`src/rtl/uart_tx_arbiter.sv`:
```
// uart_tx_arbiter: shares one uart_tx among NUM_REQ byte requesters.
// Round-robin per packet; the owner keeps the port until last or lock timeout.
module uart_tx_arbiter #(
   parameter int NUM_REQ      = 4,
   parameter int DATA_BITS    = 8,
   parameter int LOCK_TIMEOUT = 255
) (
   input  logic                         i_clk,
   input  logic                         i_rst_n,
   input  logic [NUM_REQ-1:0]           i_req_valid,
   input  logic [NUM_REQ*DATA_BITS-1:0] i_req_data,
   input  logic [NUM_REQ-1:0]           i_req_last,
   output logic [NUM_REQ-1:0]           o_req_ready,
   output logic [NUM_REQ-1:0]           o_grant,
   output logic [DATA_BITS-1:0]         o_tx_data,
   output logic                         o_tx_write,
   input  logic                         i_tx_busy,
   output logic                         o_active
);

   localparam int IW = $clog2(NUM_REQ);
   localparam logic [7:0] LOCK_LIM = 8'(LOCK_TIMEOUT - 1);
   localparam logic [IW-1:0] LAST_IDX = IW'(NUM_REQ - 1);

   typedef enum logic [2:0] {
      IDLE,
      ISSUE,
      WAIT_BUSY,
      WAIT_DONE,
      LOCKED
   } state_t;

   state_t        state_q;
   state_t        state_d;
   logic [IW-1:0] rr_ptr;
   logic [IW-1:0] own_idx;
   logic [IW-1:0] win_idx;
   logic [IW-1:0] win_lo;
   logic [IW-1:0] win_hi;
   logic [IW-1:0] sel_idx;
   logic          win_any;
   logic          win_hit;
   logic          last_q;
   logic [7:0]    lock_cnt;
   logic          accept;
   logic          rel_own;

   // Round-robin pick: lowest valid index at or above rr_ptr, else lowest.
   always_comb begin
      win_lo  = '0;
      win_hi  = '0;
      win_any = 1'b0;
      win_hit = 1'b0;
      for (int i = NUM_REQ - 1; i >= 0; i--) begin
         if (i_req_valid[i]) begin
            win_lo  = IW'(i);
            win_any = 1'b1;
            if (IW'(i) >= rr_ptr) begin
               win_hi  = IW'(i);
               win_hit = 1'b1;
            end
         end
      end
      win_idx = win_hit ? win_hi : win_lo;
      sel_idx = (state_q == LOCKED) ? own_idx : win_idx;
   end

   // State register.
   always_ff @(posedge i_clk or negedge i_rst_n) begin
      if (!i_rst_n) begin
         state_q <= IDLE;
      end else begin
         state_q <= state_d;
      end
   end

   // Next state, acceptance handshake and strobes.
   always_comb begin
      state_d     = state_q;
      o_req_ready = '0;
      accept      = 1'b0;
      rel_own     = 1'b0;
      o_tx_write  = (state_q == ISSUE);
      o_active    = (state_q != IDLE);
      unique case (state_q)
         IDLE: begin
            if (i_rst_n && win_any && !i_tx_busy) begin
               o_req_ready[win_idx] = 1'b1;
               accept  = 1'b1;
               state_d = ISSUE;
            end
         end
         ISSUE: begin
            state_d = WAIT_BUSY;
         end
         WAIT_BUSY: begin
            if (i_tx_busy) begin
               state_d = WAIT_DONE;
            end
         end
         WAIT_DONE: begin
            if (!i_tx_busy) begin
               if (last_q) begin
                  rel_own = 1'b1;
                  state_d = IDLE;
               end else begin
                  state_d = LOCKED;
               end
            end
         end
         LOCKED: begin
            if (i_rst_n && i_req_valid[own_idx]) begin
               o_req_ready[own_idx] = 1'b1;
               accept  = 1'b1;
               state_d = ISSUE;
            end else if (lock_cnt == LOCK_LIM) begin
               rel_own = 1'b1;
               state_d = IDLE;
            end
         end
         default: begin
            state_d = IDLE;
         end
      endcase
   end

   // Byte latch, ownership, round-robin pointer and lock timer.
   always_ff @(posedge i_clk or negedge i_rst_n) begin
      if (!i_rst_n) begin
         o_tx_data <= '0;
         o_grant   <= '0;
         own_idx   <= '0;
         last_q    <= 1'b0;
         rr_ptr    <= '0;
         lock_cnt  <= '0;
      end else begin
         if (accept) begin
            o_tx_data <= i_req_data[sel_idx*DATA_BITS +: DATA_BITS];
            last_q    <= i_req_last[sel_idx];
            own_idx   <= sel_idx;
            o_grant   <= NUM_REQ'(1) << sel_idx;
         end
         if (rel_own) begin
            o_grant <= '0;
            rr_ptr  <= (own_idx == LAST_IDX) ? '0 : own_idx + IW'(1);
         end
         if (state_q != LOCKED || accept) begin
            lock_cnt <= '0;
         end else begin
            lock_cnt <= lock_cnt + 8'd1;
         end
      end
   end

endmodule

```
`config.mk`:
```
export PLATFORM = sky130hd
export DESIGN_NAME = uart_tx_arbiter
export DESIGN_NICKNAME = d
export VERILOG_FILES = /design/src/rtl/uart_tx_arbiter.sv
export SDC_FILE = /design/constraint.sdc
export NUM_CORES = 1
export LEC_CHECK = 0
export CORE_ASPECT_RATIO = 0.5
export CORE_MARGIN = 3
export CORE_UTILIZATION = 60
export CTS_CLUSTER_DIAMETER = 100
export DETAILED_ROUTE_END_ITERATION = 7
export DONT_BUFFER_PORTS = 1
export PLACE_DENSITY = 0.76
export SYNTH_ARGS = -nofsm -noshare
export SYNTH_HDL_FRONTEND = slang
export SYNTH_SLANG_ARGS = --single-unit
```
`constraint.sdc`:
```
create_clock -name i_clk -period 3.9 [get_ports i_clk]
set_clock_uncertainty 0.2 [all_clocks]
set_input_delay 0.195 -clock i_clk [delete_from_list [all_inputs] [get_ports i_clk]]
set_output_delay 0.195 -clock i_clk [all_outputs]
set_load 0.01 [all_outputs]
```
### Word level (Yosys, flattened, before mapping)

Cells that the tools add are included.

* word-level logic and storage cells: 98
* input port bits: 43
* register bits after elaboration: 28
* output and inout port bits: 18

* magnitude comparators: 9
* reduce and logical (&&, ||, !) cells: 11
* shifts and indexed selects: 2
* add/sub/neg operators: 2
* equal/unequal tests: 11
* multiplexer cells: 56

Operator list (number)
* indexed part select 32 x 6 -> 8 bit: 1
* 2-to-1 mux 2 bit: 15
* 2-to-1 mux 1 bit: 22
* 2-to-1 mux 3 bit: 6
* 2-to-1 mux 4 bit: 4
* case mux 3 bit (5 select lines): 1
* < comparator 2 x 3 -> 1 bit, second input constant: 3
* adder 8 x 1 -> 8 bit, second input constant: 1
* == test 8 bit, second input constant: 1
* 2-to-1 mux 8 bit: 1
* case mux 4 bit (2 select lines): 1
* == test 3 x 2 -> 1 bit, second input constant: 2
* != test 2 bit, second input constant: 3
* logical AND 1 bit: 5
* binary-select mux 1 bit (select 2 bit): 2
* demux 1 bit (select 2 bit): 2
* >= comparator 1 x 2 -> 1 bit, first input constant: 2
* >= comparator 2 x 1 -> 1 bit, second input constant: 2
* >= comparator 2 bit, first input constant: 2
* case mux 1 bit (2 select lines): 2
* AND reduction 4 bit: 1
* left shift 1 x 2 -> 4 bit, first input constant: 1
* == test 3 x 1 -> 1 bit, second input constant: 1
* == test 3 bit, second input constant: 1
* other kinds (9): 9

### Depth between registers and ports, before layout

* word-level depth: 16
* mapped depth: 7

### Least setup slack after synthesis

No wires, ideal clock.

* kind: reg2reg
* from: register own_idx[0]
* to: register rr_ptr[1]
* cell stages (with the launch flop): 7
* path slack: 1.757 ns
* buffers on the path: 1
* arrival: 1.818 ns
* library setup time: 0.125 ns
* clock period less this slack: 2.143 ns
* cells stage by stage: dfrtp_1 -> mux2i_1 -> o22ai_1 -> or2_2 -> buf_2 -> o22ai_2 -> mux2_2

* word-level cells in the longest chain between the ends: 5
* elaborated cells between the ends (all ways): 8
* those cells by class: add/sub: 1; eq/ne: 1; mux: 5; reduce/logical: 1

Ends and longest elaborated chain
* start, declared: line 36 `logic [IW-1:0] own_idx;`
* start signal, assigned: line 140 `own_idx <= sel_idx;`
* binary-select mux 1 bit (select 2 bit): line 112 `if (i_rst_n && i_req_valid[own_idx]) begin`
* 2-to-1 mux 1 bit (not written as such): line 112
* logical AND 1 bit: line 112
* 2-to-1 mux 1 bit: line 112
* case mux 1 bit (2 select lines): line 85 `unique case (state_q)`
* end signal, assigned: line 145 `rr_ptr <= (own_idx == LAST_IDX) ? '0 : own_idx + IW'(1);`
* end, declared: line 35 `logic [IW-1:0] rr_ptr;`

Parallel ways exist; a longest one is shown, timed or not. The select of a mux whose other input is x is not followed.
A chain may end at the register's enable or synchronous reset.

### Final worst setup path

* from: register state_q[2]
* to: register o_tx_data[4]

* word-level cells in the longest chain between the ends: 3
* elaborated cells between the ends (all ways): 5
* those cells by class: eq/ne: 1; shift: 1; mux: 2; reduce/logical: 1

Ends and longest elaborated chain
* start, declared: line 33 `state_t state_q;`
* start signal, assigned: line 73 `state_q <= state_d;`
* == test 3 bit: line 65, 85
* 2-to-1 mux 2 bit: line 65 `sel_idx = (state_q == LOCKED) ? own_idx : win_idx;`
* indexed part select 32 x 6 -> 8 bit: line 138 `o_tx_data <= i_req_data[sel_idx*DATA_BITS +: DATA_BITS];`
* end signal, assigned: line 138
* end, declared: line 15 `output logic [DATA_BITS-1:0] o_tx_data,`

Parallel ways exist; a longest one is shown, timed or not.

==> summary.md <==
The largest family of logic cells by synthesized area was simple AND/OR/NAND/NOR gates. STA classifies the critical path startpoint as a flip-flop. The max-slew violation count is 0. The run gives 0 as the total of max-cap violations.

For this design the total switching power over the nets is 0.5097 mW. Post-CTS timing repair inserted 0 buffers for setup. Count of state elements after synthesis: 28. For the worst-skew pair, the clock arrives at the later sink with an insertion delay of 0.28 ns. For this design, the slowest cell found on the critical path is dlygate4sd3_1. The hold buffer count at CTS was 24; the die area was 3697 sq um. After detailed routing, the average wire length per cell comes to 17.70 microns. Summed over all cells, the static leakage comes to 0.9034 nW. Fraction of final layout cells with drive strength greater than 1: 8.531%. The run gives 7072 microns as the first-pass GRT wire length. The internal power of the cells totals 0.7664 mW. For the count of H-tree levels built during CTS, the log shows 1.

The number of clock buffers added by TritonCTS is 3. Net switching is 39.94% of the power. The fraction of the mapped netlist area in compound gates works out to 16.02%. The sequential fraction of the synthesis area is 39.35%, and the sequential share of power is 41.9%. The number of buffers on the longest clock path came out at 2. Setup slack closes at 0.4472 ns. When the netlist entered floorplanning its net count stood at 236.

The final setup violation count is 0. The post-synthesis mux area share is 11.45%. For this run, the total global-route usage over all layers was measured as 24.35%. The post-route worst hold slack came out at 0.005389 ns. The worst hold path begins at i_tx_busy.

The starting density of the core was 65.55%; the antenna diode instance count was 0. The share of the clock period used by the worst path after layout works out to 88.53%. After layout, the minimum clock period comes to 3.453 ns.

Traced cell by cell, the critical path runs through nor3b_4, nand2_1, nand2_1, mux2i_1, dlygate4sd3_1, a221oi_1, dlygate4sd3_1. The fraction of post-synthesis cell area in the top cell type by area was 39.35%. The internal reg-to-reg setup slack was 0.45 ns; the total number of yosys warnings was 0. The run gives 1516 as the number of global-route vias before repair. The chip height was 44.52 microns.

The path type of the worst setup path is reg2reg. The clock sink count came out at 28. The flow ran to the end, and the final reports show no timing, DRC or antenna violations. For the final total power, the log shows 1.276 mW. The layout net count is 261, and the fraction of the mapped netlist area in adder cells is 4.216%.

For the data arrival time of the worst path, the log shows 3.47 ns. Setup repair after global routing left no endpoint under its margin. The slew at the pin closest to its max-slew limit was 0.5733 ns. The total DRC errors in the routed layout was 0. From left edge to right edge, the die measures 83.04 microns. The logs give 2913 microns for the HPWL reported at the end of detailed placement and 4 for the count of TritonRoute iterations in the first routing pass. Synthesis produced a netlist whose cell count is 187. Pin count of the biggest net entering global routing: 29.

The overall via count from detail_route was 1506. The tools report the share of total power in the clock network as 14.5%. TritonCTS built the clock tree. The end-of-flow core utilization is 77.75%. STA puts the critical path data required time at 3.92 ns. Including well taps, the total number of placed cells is 219. Input and output buffers added on the ports amount to 0. Of the total power, combinational logic draws 43.5%. For the number of antenna violations at the first check in global routing, the log shows 0.

Setup total negative slack on the finished layout was measured at 0 ns. For the number of unique standard cell types used by synthesis, the log shows 42. The total power divided by cell area was 604.2 nW/um^2; the post-synthesis instance area was 1780 sq um. The cell area after layout is 2112 sq um. Clock-pin slew was measured on the worst setup and hold paths at 0.10 ns. The most area-hungry cell type in the Yosys netlist was dfrtp_1. The number of hold violations in the final report was 0.

The top achievable clock speed is 0.2896 GHz, and the longest individual stage delay on the worst path is 0.62 ns. Timing analysis after detailed placement gives a worst setup slack of 1.399 ns. From synthesis to final layout, the design area changed by 18.62%. The floorplan has 13 rows. The vias per cell works out to 6.073.

The startpoint identified for the worst register-to-register timing path is state_q[2]. Number of non-filler instances in the completed layout: 248. Kind of cell with the highest combined delay on the critical path: buffers and inverters.

In this run the standard cell core region covers 2716 sq um. After detailed routing, the total wire length is 4390 microns. The boundary pin count is 61, and the XOR/XNOR share of the synthesized area is 2.952%.

The number of gates resized after CTS was 0. The cell sitting at the root of the clock tree is a clkbuf_8. The count of nets left with antenna violations once routing finished came out at 0. Headroom to the max-slew limit came out at 61.78%. The critical path starts at state_q[2]. Largest driver fanout on the critical path: 11. The number of buffers and inverters on the critical path is 2. STA classifies the critical path endpoint as a flip-flop. The post-synthesis share of cell area spent on and, or, nand and nor gates works out to 23.05%. For this block, the initial DRC count from the detailed router was 76. Routability-driven placement finished with a final weighted congestion of 0.7790.

Summed over all layers, the global routing overflow is 0. Path type of the worst min-delay path: in2reg. Summing all placed instances gives a cell area of 1797 sq um.

The average instance in the mapped netlist occupies 9.521 sq um. VDD sags by at most 0.0003588 V. Yosys attributes the largest share of cell area to dfrtp_1, mux2i_1, nor2_1.
-- path summary, 6_finish.rpt --
| check | to | cells past startpoint |
|---|---|---|
| max | o_tx_data[4] | 7 |
| min | state_q[0] | 4 |
| max reg2reg | o_tx_data[4] | 7 |
| min reg2reg | state_q[2] | 1 |
| max in group asynchronous | lock_cnt[6] | 2 |
| min in group asynchronous | rr_ptr[1] | 2 |
-- cell type report --
class / count / area (sq um)
Multi-Input combinational cell: 148 / 1027
Sequential cell: 28 / 700.7
Fill cell: 185 / 604.3
Timing Repair Buffer: 25 / 260.3
Clock buffer: 4 / 55.05
Tap cell: 37 / 46.29
Inverter: 6 / 22.52
-- sequential cells by signal, summed over array words and instances (netlist names) --
| name | count |
|---|---|
| lock_cnt | 8 |
| o_tx_data | 8 |
| o_grant | 4 |
| state_q | 3 |
| own_idx | 2 |
| rr_ptr | 2 |
| last_q | 1 |
-- metal layers --
| metal | share of wire, % | wire length (microns) | global-route usage (%) |
|---|---|---|---|
| met1 | 44 | 1939 | 31.16 |
| met3 | 5.9 | 260 | 6.691 |
| met4 | 1.6 | 71 | 6.515 |
| met2 | 48 | 2119 | 41.88 |
| met5 | 0 | 0 | 0 |
-- cell families after synthesis --
| kind of cell | after synthesis |
|---|---|
| XOR/XNOR | 6 |
| AND/OR/NAND/NOR | 78 |
| AO/OA/AOI/OAI | 38 |
| adder cells (fa/ha/maj) | 6 |
| flip-flops | 28 |
| buffers and inverters | 11 |
| multiplexers | 20 |
-- cell usage in the layout (no fill, tap or decap), drive strengths merged --
master       count
and3             1
nor4             2
o41ai            2
or3              2
xnor2            1
dlygate4sd3     24
a211oi           1
xor2             5
buf              1
or2              2
o21a             3
inv              6
a31oi            1
a21o             1
nor3b            2
nand2b           3
dfrtp           28
a221oi           7
o22ai            2
a22oi            4
nand4            4
mux2             3
nor2b            2
nor3             3
clkbuf           4
o221a            1
mux2i           17
nand3            7
ha               6
and2             4
nor2            29
nand3b           2
nand2           15
o21ai            6
a21oi           10
-- synthesized netlist by cell type (all sizes together) --
master	number
o41ai	2
dfrtp	28
a211oi	1
ha	6
mux2i	17
nor4	2
a221oi	7
or2	2
nand2	15
buf	5
inv	6
o221a	1
nor3b	2
and3	1
nor2b	2
o21ai	6
o22ai	2
a21o	1
a22oi	4
mux2	3
and2	4
xor2	5
nor2	29
a31oi	1
xnor2	1
nand3b	2
o21a	3
nand3	7
or3	2
a21oi	10
nand4	4
nor3	3
nand2b	3
-- worst reg2reg max path: cells and delay by family, from the launching register on --
family	cells	cell delay, ns
buf+inv	2	1.21
simple gates	3	0.98
compound gates	1	0.33
mux	1	0.19
flops	1	0.48
-- power by group through the flow --
stage	sequential, mW	combinational, mW	clock, mW
after floorplan	0.507	0.389	0
after global placement	0.537	0.431	0
after detailed placement	0.535	0.451	0
after CTS	0.531	0.545	0.187
after global routing	0.549	0.611	0.201
final	0.535	0.556	0.185
No activity file was read; power rests on OpenSTA's default activity.
